**src/rtl/buffer_id_pkg.sv**
```systemverilog
// Double-buffer identifiers shared by the geometry tables and the framebuffer pair.
package buffer_id_pkg;

    typedef logic [0:0] buf_id_t;

    localparam buf_id_t BUF_A = 1'b0;
    localparam buf_id_t BUF_B = 1'b1;

endpackage

```
**src/rtl/sched_pkg.sv**
```systemverilog
// Frame sequencer state encoding.
package sched_pkg;

    typedef enum logic [2:0] {
        IDLE,
        LATCH,
        RENDER,
        DRAIN,
        WAIT_VSYNC,
        SWAP
    } sched_state_t;

endpackage

```
**src/rtl/frame_watchdog.sv**
```systemverilog
// Cycle watchdog for the RENDER+DRAIN window; expire_c fires on the last allowed cycle.
module frame_watchdog #(
    parameter int unsigned TIMEOUT_CYC = 2**22
) (
    input  logic clk,
    input  logic rst,
    input  logic clear,
    input  logic enable,
    output logic expire_c
);

    localparam int unsigned WD_W = (TIMEOUT_CYC > 1) ? $clog2(TIMEOUT_CYC) : 1;

    logic [WD_W-1:0] count;

    always_ff @(posedge clk) begin
        if (rst || clear) begin
            count <= '0;
        end else if (enable) begin
            count <= count + WD_W'(1);
        end
    end

    assign expire_c = enable && (count == WD_W'(TIMEOUT_CYC - 1));

endmodule

```
**src/rtl/frame_scheduler.sv**
```systemverilog
// Per-frame sequencer: arms frame_driver, waits for draw + raster drain, and swaps
// geometry tables on SPI commit and framebuffers on vsync.
module frame_scheduler
    import buffer_id_pkg::*;
    import sched_pkg::*;
#(
    parameter int unsigned INST_W      = 8,
    parameter int unsigned TIMEOUT_CYC = 2**22,
    parameter int unsigned DRAIN_MIN   = 4,
    parameter int unsigned CNT_W       = 16
) (
    input  logic              clk,
    input  logic              rst,
    input  logic              spi_commit,
    input  logic [INST_W-1:0] spi_max_inst,
    input  logic              vsync,
    input  logic              draw_done,
    input  logic              raster_idle,
    output logic              render_en,
    output logic [INST_W-1:0] max_inst,
    output buf_id_t           geom_rd_buf,
    output buf_id_t           geom_wr_buf,
    output logic              commit_pending,
    output buf_id_t           fb_draw_buf,
    output buf_id_t           fb_disp_buf,
    output logic [CNT_W-1:0]  frame_count,
    output logic [CNT_W-1:0]  drop_count,
    output logic              timeout_err
);

    localparam int unsigned DRAIN_W = $clog2(DRAIN_MIN + 1);

    sched_state_t       state, state_next;
    logic [DRAIN_W-1:0] drain_cnt, drain_cnt_next;
    logic [INST_W-1:0]  pend_inst, pend_inst_next, max_inst_next;
    logic               commit_pending_next, render_en_next, timeout_err_next;
    buf_id_t            geom_rd_next, fb_draw_next;
    logic [CNT_W-1:0]   frame_count_next, drop_count_next;
    logic               wd_enable, wd_clear, wd_expire_c;

    frame_watchdog #(.TIMEOUT_CYC(TIMEOUT_CYC)) u_watchdog (
        .clk      (clk),
        .rst      (rst),
        .clear    (wd_clear),
        .enable   (wd_enable),
        .expire_c (wd_expire_c)
    );

    assign wd_enable   = (state == RENDER) || (state == DRAIN);
    assign wd_clear    = (state_next == WAIT_VSYNC) && (state != WAIT_VSYNC);
    assign geom_wr_buf = ~geom_rd_buf;
    assign fb_disp_buf = ~fb_draw_buf;

    always_comb begin
        state_next          = state;
        drain_cnt_next      = '0;
        pend_inst_next      = pend_inst;
        commit_pending_next = commit_pending;
        max_inst_next       = max_inst;
        geom_rd_next        = geom_rd_buf;
        fb_draw_next        = fb_draw_buf;
        frame_count_next    = frame_count;
        drop_count_next     = drop_count;
        timeout_err_next    = timeout_err;

        case (state)
            IDLE: state_next = LATCH;
            LATCH: begin
                if (commit_pending) begin
                    geom_rd_next        = ~geom_rd_buf;
                    max_inst_next       = pend_inst;
                    commit_pending_next = 1'b0;
                end
                state_next = RENDER;
            end
            RENDER: begin
                if (wd_expire_c) begin
                    timeout_err_next = 1'b1;
                    state_next       = WAIT_VSYNC;
                end else if (draw_done) begin
                    state_next = DRAIN;
                end
            end
            DRAIN: begin
                if (wd_expire_c) begin
                    timeout_err_next = 1'b1;
                    state_next       = WAIT_VSYNC;
                end else if (raster_idle) begin
                    if (drain_cnt == DRAIN_W'(DRAIN_MIN - 1)) begin
                        state_next = WAIT_VSYNC;
                    end else begin
                        drain_cnt_next = drain_cnt + DRAIN_W'(1);
                    end
                end
            end
            WAIT_VSYNC: if (vsync) state_next = SWAP;
            SWAP: begin
                fb_draw_next     = ~fb_draw_buf;
                frame_count_next = frame_count + CNT_W'(1);
                state_next       = IDLE;
            end
            default: state_next = IDLE;
        endcase

        // A commit landing on LATCH overrides the value just consumed and waits a frame.
        if (spi_commit) begin
            commit_pending_next = 1'b1;
            pend_inst_next      = spi_max_inst;
        end

        if (vsync && (state != WAIT_VSYNC)) begin
            drop_count_next = drop_count + CNT_W'(1);
        end

        render_en_next = (state_next == RENDER);
    end

    always_ff @(posedge clk) begin
        if (rst) begin
            state          <= IDLE;
            drain_cnt      <= '0;
            pend_inst      <= '0;
            commit_pending <= 1'b0;
            max_inst       <= '0;
            geom_rd_buf    <= BUF_A;
            fb_draw_buf    <= BUF_A;
            frame_count    <= '0;
            drop_count     <= '0;
            timeout_err    <= 1'b0;
            render_en      <= 1'b0;
        end else begin
            state          <= state_next;
            drain_cnt      <= drain_cnt_next;
            pend_inst      <= pend_inst_next;
            commit_pending <= commit_pending_next;
            max_inst       <= max_inst_next;
            geom_rd_buf    <= geom_rd_next;
            fb_draw_buf    <= fb_draw_next;
            frame_count    <= frame_count_next;
            drop_count     <= drop_count_next;
            timeout_err    <= timeout_err_next;
            render_en      <= render_en_next;
        end
    end

endmodule

```
**config.mk**
```make
export PLATFORM = sky130hd
export DESIGN_NAME = frame_scheduler
export DESIGN_NICKNAME = d
export VERILOG_FILES = /design/src/rtl/buffer_id_pkg.sv /design/src/rtl/sched_pkg.sv /design/src/rtl/frame_watchdog.sv /design/src/rtl/frame_scheduler.sv
export SDC_FILE = /design/constraint.sdc
export NUM_CORES = 1
export LEC_CHECK = 0
export ABC_CLOCK_PERIOD_IN_PS = 2700
export BUFFER_PORTS_ARGS = -buffer_cell sky130_fd_sc_hd__clkbuf_2
export CORE_ASPECT_RATIO = 0.75
export CORE_MARGIN = 2
export CORE_UTILIZATION = 55
export CTS_BUF_LIST = sky130_fd_sc_hd__clkbuf_16
export CTS_CLUSTER_DIAMETER = 120
export CTS_CLUSTER_SIZE = 20
export DETAILED_ROUTE_END_ITERATION = 7
export GPL_TIMING_DRIVEN = 0
export PLACE_DENSITY = 0.79
export SLEW_MARGIN = 20
export SYNTH_ARGS = -nofsm -noshare
export SYNTH_HDL_FRONTEND = slang
export SYNTH_SLANG_ARGS = --single-unit
```
**constraint.sdc**
```tcl
create_clock -name clk -period 2.7 [get_ports clk]
set_input_delay 0.54 -clock clk [delete_from_list [all_inputs] [get_ports clk]]
set_output_delay 0.54 -clock clk [all_outputs]
set_load 0.03 [all_outputs]
```
; Word level (Yosys, flattened, before mapping)
; Index checks and enable logic that the tools add are counted.
[totals]
regBits = 81
input_bits = 14
out_inout_bits = 47
elab_cells = 50
[op_classes]
addsub = 4
eq_ne = 10
mux = 9
bitwise_logic = 4
n_reduce_logical = 11
[op_table]
columns = cell, count
row1 = "16-bit by 1-bit adder with 16-bit output, second input constant", 2
row2 = "22-bit by 1-bit adder with 22-bit output, second input constant", 1
row3 = "22-bit == test, second input constant", 1
row4 = 3-bit 2-to-1 mux, 6
row5 = 3-bit one-hot mux with 5 select lines, 1
row6 = "3-bit by 2-bit == test with 1-bit output, second input constant", 4
row7 = "3-bit == test, second input constant", 3
row8 = 5-bit OR reduction, 1
row9 = 1-bit inverter, 4
row10 = 2-bit AND reduction, 2
row11 = "3-bit by 1-bit adder with 3-bit output, second input constant", 1
row12 = "3-bit by 1-bit == test with 1-bit output, second input constant", 1
row13 = 1-bit logical AND, 3
row14 = 3-bit logical NOT, 1
row15 = "3-bit inequality test, second input constant", 1
row16 = 1-bit logical OR, 2
row17 = 1-bit 2-to-1 mux, 2
row18 = 2-bit nonzero test, 1
row19 = 2-bit OR reduction, 1

; Longest topological paths before layout
[logic_depth]
word_depth = 8
depth_mapped = 7
ltp_nobuf = 6

; Modules after synthesis
; Synthesis repeated with hierarchy kept, for this count alone.
[unflattened]
hier_cells = 403
area_unflattened_um2 = 3560.9
[modules_own_cells]
columns = module, n_inst, cells_each, area_each_um2, seq_area_each_um2
row1 = frame_scheduler, 1, 282, 2483.6, 1181.1
row2 = frame_watchdog, 1, 121, 1077.3, 440.4

; Least setup slack after synthesis
; Ideal clock, no wire load.
[synth_timing]
path_kind = register -> register
from = register frame_count[0]
to = register frame_count[14]
setup_ns = 0.070
t_arrival_ns = 1.827
required_time_ns = 2.630
path_slack_ns = 0.802
stages_incl_launch_ff = 6
n_path_buf = 0
synth_period_minus_slack_ns = 1.898
cell_sequence = dfxtp_1 > ha_1 > and4b_1 > nand3_1 > or4_1 > a21oi_1
[synth_via]
elab_chain_cells = 1
[synth_lines]
columns = element, line
row1 = start: declaration, frame_scheduler.sv:26  ; output logic [CNT_W-1:0] frame_count,
row2 = start signal: assignment, frame_scheduler.sv:139  ; frame_count <= frame_count_next;
row3 = 16-bit by 1-bit adder with 16-bit output, frame_scheduler.sv:99  ; frame_count_next = frame_count + CNT_W'(1);
; No other way between the ends.
; A chain may end at the register's enable or synchronous reset.

; Worst setup path after layout
[layout_timing]
from = register u_watchdog.count[0]
to = register u_watchdog.count[18]
[layout_via]
elab_chain_cells = 7
elab_cells_between_ends = 9
classes_between = 1 x add/sub / 2 x eq/ne / 3 x mux / 3 x reduce/logical
[layout_lines]
columns = element, line
row1 = start: declaration, frame_watchdog.sv:14  ; logic [WD_W-1:0] count;
row2 = start signal: assignment, frame_watchdog.sv:20  ; count <= count + WD_W'(1);
row3 = 22-bit == test, frame_watchdog.sv:24  ; assign expire_c = enable && (count == WD_W'(TIMEOUT_CYC - 1));
row4 = 1-bit logical AND, frame_watchdog.sv:24
row5 = 3-bit 2-to-1 mux (on tied branches), "frame_scheduler.sv:85, frame_scheduler.sv:77"
row6 = 3-bit one-hot mux with 5 select lines, frame_scheduler.sv:66  ; case (state)
row7 = 3-bit == test, frame_scheduler.sv:50  ; assign wd_clear = (state_next == WAIT_VSYNC) && (state != WAIT_VSYNC);
row8 = 1-bit logical AND, frame_scheduler.sv:50
row9 = 1-bit logical OR, frame_watchdog.sv:17  ; if (rst || clear) begin
; Several ways; a longest one is shown, not always the timed one.

==> impl_results.md <==
* Starting Density at between 50% and 60%
* Yosys cell types at just over 40
* Net Sw Frac at around 22%
* Total Neg Setup Slack at 0 ns
* Most frequent cells in the layout: dfxtp_1, clkbuf_2, nor2_1
* FF-to-FF path depth at 7
* Seq pwr share at between 40% and 50%
* Max cap viols at 0
* IO Port Bufs at between 50 and 60
* Register bit total from synthesis at a little over 80
* RSZ-0062 raised after global routing: no
* Share of cells above drive strength 1 at 17.5%
* Sink Count at just over 80
* RR Endpoint: u_watchdog.count[18]
* All-layer global routing usage at 24.3%
* Vias in the first global route at about 3000
* Post-route clock skew at roughly 0.0077 ns
* Reg-to-reg slack, setup at 0.45 ns
* Internal Pwr Total at a little over 0.002 W
* Mapped cell area at approximately 3500 µm²
* Tmin final at between 2 and 2.5 ns
* Outcome: finished, final reports clean
* Critical path arrival at around 2.5 ns
* Post-CTS resize count at 0
* Largest cells by area after synthesis: dfxtp_1, a21oi_1, nor2_1
* Synth-to-Final Area Change at 19.8%
* CP bufs+invs at 2
* Pre-antenna DRT Iters at 5
* WS Path Type: flop to flop
* HPWL Detailed at 5.56 mm
* Clock power frac at a little under half
* Clk_lat worst skew at 0.33 ns
* Sw power at around 0.00057 W
* Initial antenna violation count at 0
* Final GP Congestion at approximately 0.80
* Worst Tran Pin Value at roughly 0.68 ns
* Class of the worst hold path: flop to flop
* CP max-delay cell: or4_1
* Largest net degree at the start of global routing at 13
* Power Density at 628 nW/µm²
* Critical Path Source Type: flop
* Root Driver: clkbuf_16
* Peak supply drop at just over 0.3 mV
* Syn Nets at roughly 420
* Max Freq at ~440 MHz
* Global-route wire length before repair at approximately 13 mm
* Power after layout at 0.00264 W
* Hold Buf Count CTS at 0
* Critical path origin: u_watchdog.count[0]
* CP peak stage delay at slightly below 0.6 ns
* CTS tree: yes
* Post-route ant nets at 0
* Synthesized area per cell at roughly 8.7 µm²
* Leakage at 1.64 nW
* FP Rows at 25
* DR iter-0 viols at about 170
* Antenna cells at 0
* Postcts setup bufs at 0
* Largest area contributor in the netlist: dfxtp_1
* Clock Pin Slew Worst Setup and Hold Paths at approximately 0.060 ns
* Clock Path Buffers at 2
* Total Routed Length at between 8 and 9 mm
* Num CTS Buffers at 9
* Final setup vio count at 0
* Cell Chain, Critical Path: ha_1, nand3b_1, or4_1, buf_2, o21bai_1, buf_2, a21oi_1
* YS warnings at 0
* Crit path top cell by count: buf_2
* Commonest non-fill, non-tap cell in the layout: dfxtp_1
* Final Hold Vio Count at 0
* Vias per cell at between 5 and 6
* CP Depth at 7
* CP Capture Type: flop
* H-tree depth at 3
* Finished Core Util at 67.4%
* Max Transition Viols Final at 0
* Logic pwr share at under 10%
* RR Startpoint: u_watchdog.count[0]
* Grt total ovfl at 0
* Die Span X at just under 100 µm
* Core area at roughly 6200 µm²
* Post-synth top area share at 46.3%
* Sequential area share after synthesis at 46.3%
* Layout Nets at 490
* Period utilization at 83.5%
* Die area at 7030 µm²
* DRC viols at 0
* Worst Path Required at around 2.9 ns
* # fillers at between 500 and 600
* Relative slew slack at a little over half
* Num ports at between 60 and 70
* Post-Syn Instances at around 400
* Avg WL per Cell at about 14 µm
* Worst Path Max Fanout at 10
* Vias at roughly 3200
* Die height at approximately 73 µm
* Delay-heaviest family, CP: simple AND/OR/NAND/NOR gates
* Critical path destination: u_watchdog.count[18]
-- routing by layer --
metal	vias up	routed length [µm]	GRT usage (%)
li1	1562	-	-
met1	1507	3800	33.0
met2	97	3710	38.6
met3	5	479	7.54
met4	0	37	4.76
met5	-	0	0
-- worst min path at each step --
stage | from | endpoint | slack [ns] | depth (start not counted)
after floorplan | drain_cnt[0] | drain_cnt[0] | 0.41 | 1
after global placement | drain_cnt[0] | drain_cnt[0] | 0.42 | 1
after detailed placement | pend_inst[5] | max_inst[5] | 0.45 | 2
after CTS | spi_max_inst[3] | pend_inst[3] | 0.45 | 3
after global routing | spi_max_inst[7] | pend_inst[7] | 0.47 | 3
final | drain_cnt[0] | drain_cnt[0] | 0.45 | 1
-- synthesized netlist by cell type --
cell type  instances
nand4_4            1
or2_1              1
a31o_2             2
and4b_1            3
xnor2_1           14
nor2b_1            3
nand2_1           36
and2_1             2
inv_1             13
and4_1             3
nor3_1             4
a21oi_1           37
xor2_1            17
nor2_1            45
o21ai_0           12
nand3_1           13
o41ai_1            1
a22oi_1            1
o31ai_1           10
or3_1             10
dfxtp_1           81
or3b_2             1
nand4b_1           1
or4_1             13
nand3b_1           1
and3b_1            1
clkbuf_1           9
buf_1              2
or2_2              1
nand2b_1           6
buf_2              8
nand4_1           16
a221oi_1           1
nor3b_1            2
o211ai_1           1
o21bai_1           1
nor4_1             7
and3_1             7
mux2i_1            8
ha_1               5
a21o_1             2
-- stage by stage --
| stage | instance area [µm²] | worst slack [ns] | hold WS (ns) | cells |
|---|---|---|---|---|
| 4_1_cts | 4200 | 0.478 | 0.452 | 556 |
| 3_5_place_dp | 3890 | 0.539 | 0.446 | 541 |
| 6_report | 4200 | 0.447 | 0.452 | 556 |
| 3_3_place_gp | 3890 | 0.532 | 0.420 | 541 |
| 2_1_floorplan | 3500 | 0.802 | 0.407 | 402 |
| 5_1_grt | 4200 | 0.268 | 0.468 | 556 |
-- cells by family after synthesis --
group | after synthesis | share of synthesized area (%)
AND/OR/NAND/NOR | 177 | 27.0
flip-flops | 81 | 46.3
AO/OA/AOI/OAI | 68 | 11.2
buffers and inverters | 32 | 3.71
XOR/XNOR | 31 | 7.75
multiplexers | 8 | 2.29
adder cells (fa/ha/maj) | 5 | 1.79
-- registers in the layout (all words and copies together), names as in the netlist, 3 cells and up --
name and cells:
frame_count 16, pend_inst 8, max_inst 8, state 3, drop_count 16, drain_cnt 3
u_watchdog.count 22
-- final cells by class --
class | count | area, µm² | area share, %
plain buffers | 19 | 81.3 | 1.94
clock buffers | 9 | 225 | 5.37
multi-input cells | 289 | 1750 | 41.7
flip-flops and latches | 81 | 1620 | 38.6
well taps | 81 | 101 | 2.42
inverters | 13 | 48.8 | 1.16
clock inverters | 6 | 76.3 | 1.82
repair buffers | 58 | 290 | 6.92
-- power by group through the flow --
stage / sequential, W / combinational, W / clock (W)
2_1_floorplan: 0.00128 / 0.0000900 / 0
6_report: 0.00124 / 0.000156 / 0.00124
5_1_grt: 0.00124 / 0.000172 / 0.00131
3_5_place_dp: 0.00126 / 0.000153 / 0
4_1_cts: 0.00124 / 0.000155 / 0.00126
3_3_place_gp: 0.00126 / 0.000149 / 0
No activity file was read; power rests on OpenSTA's default activity.
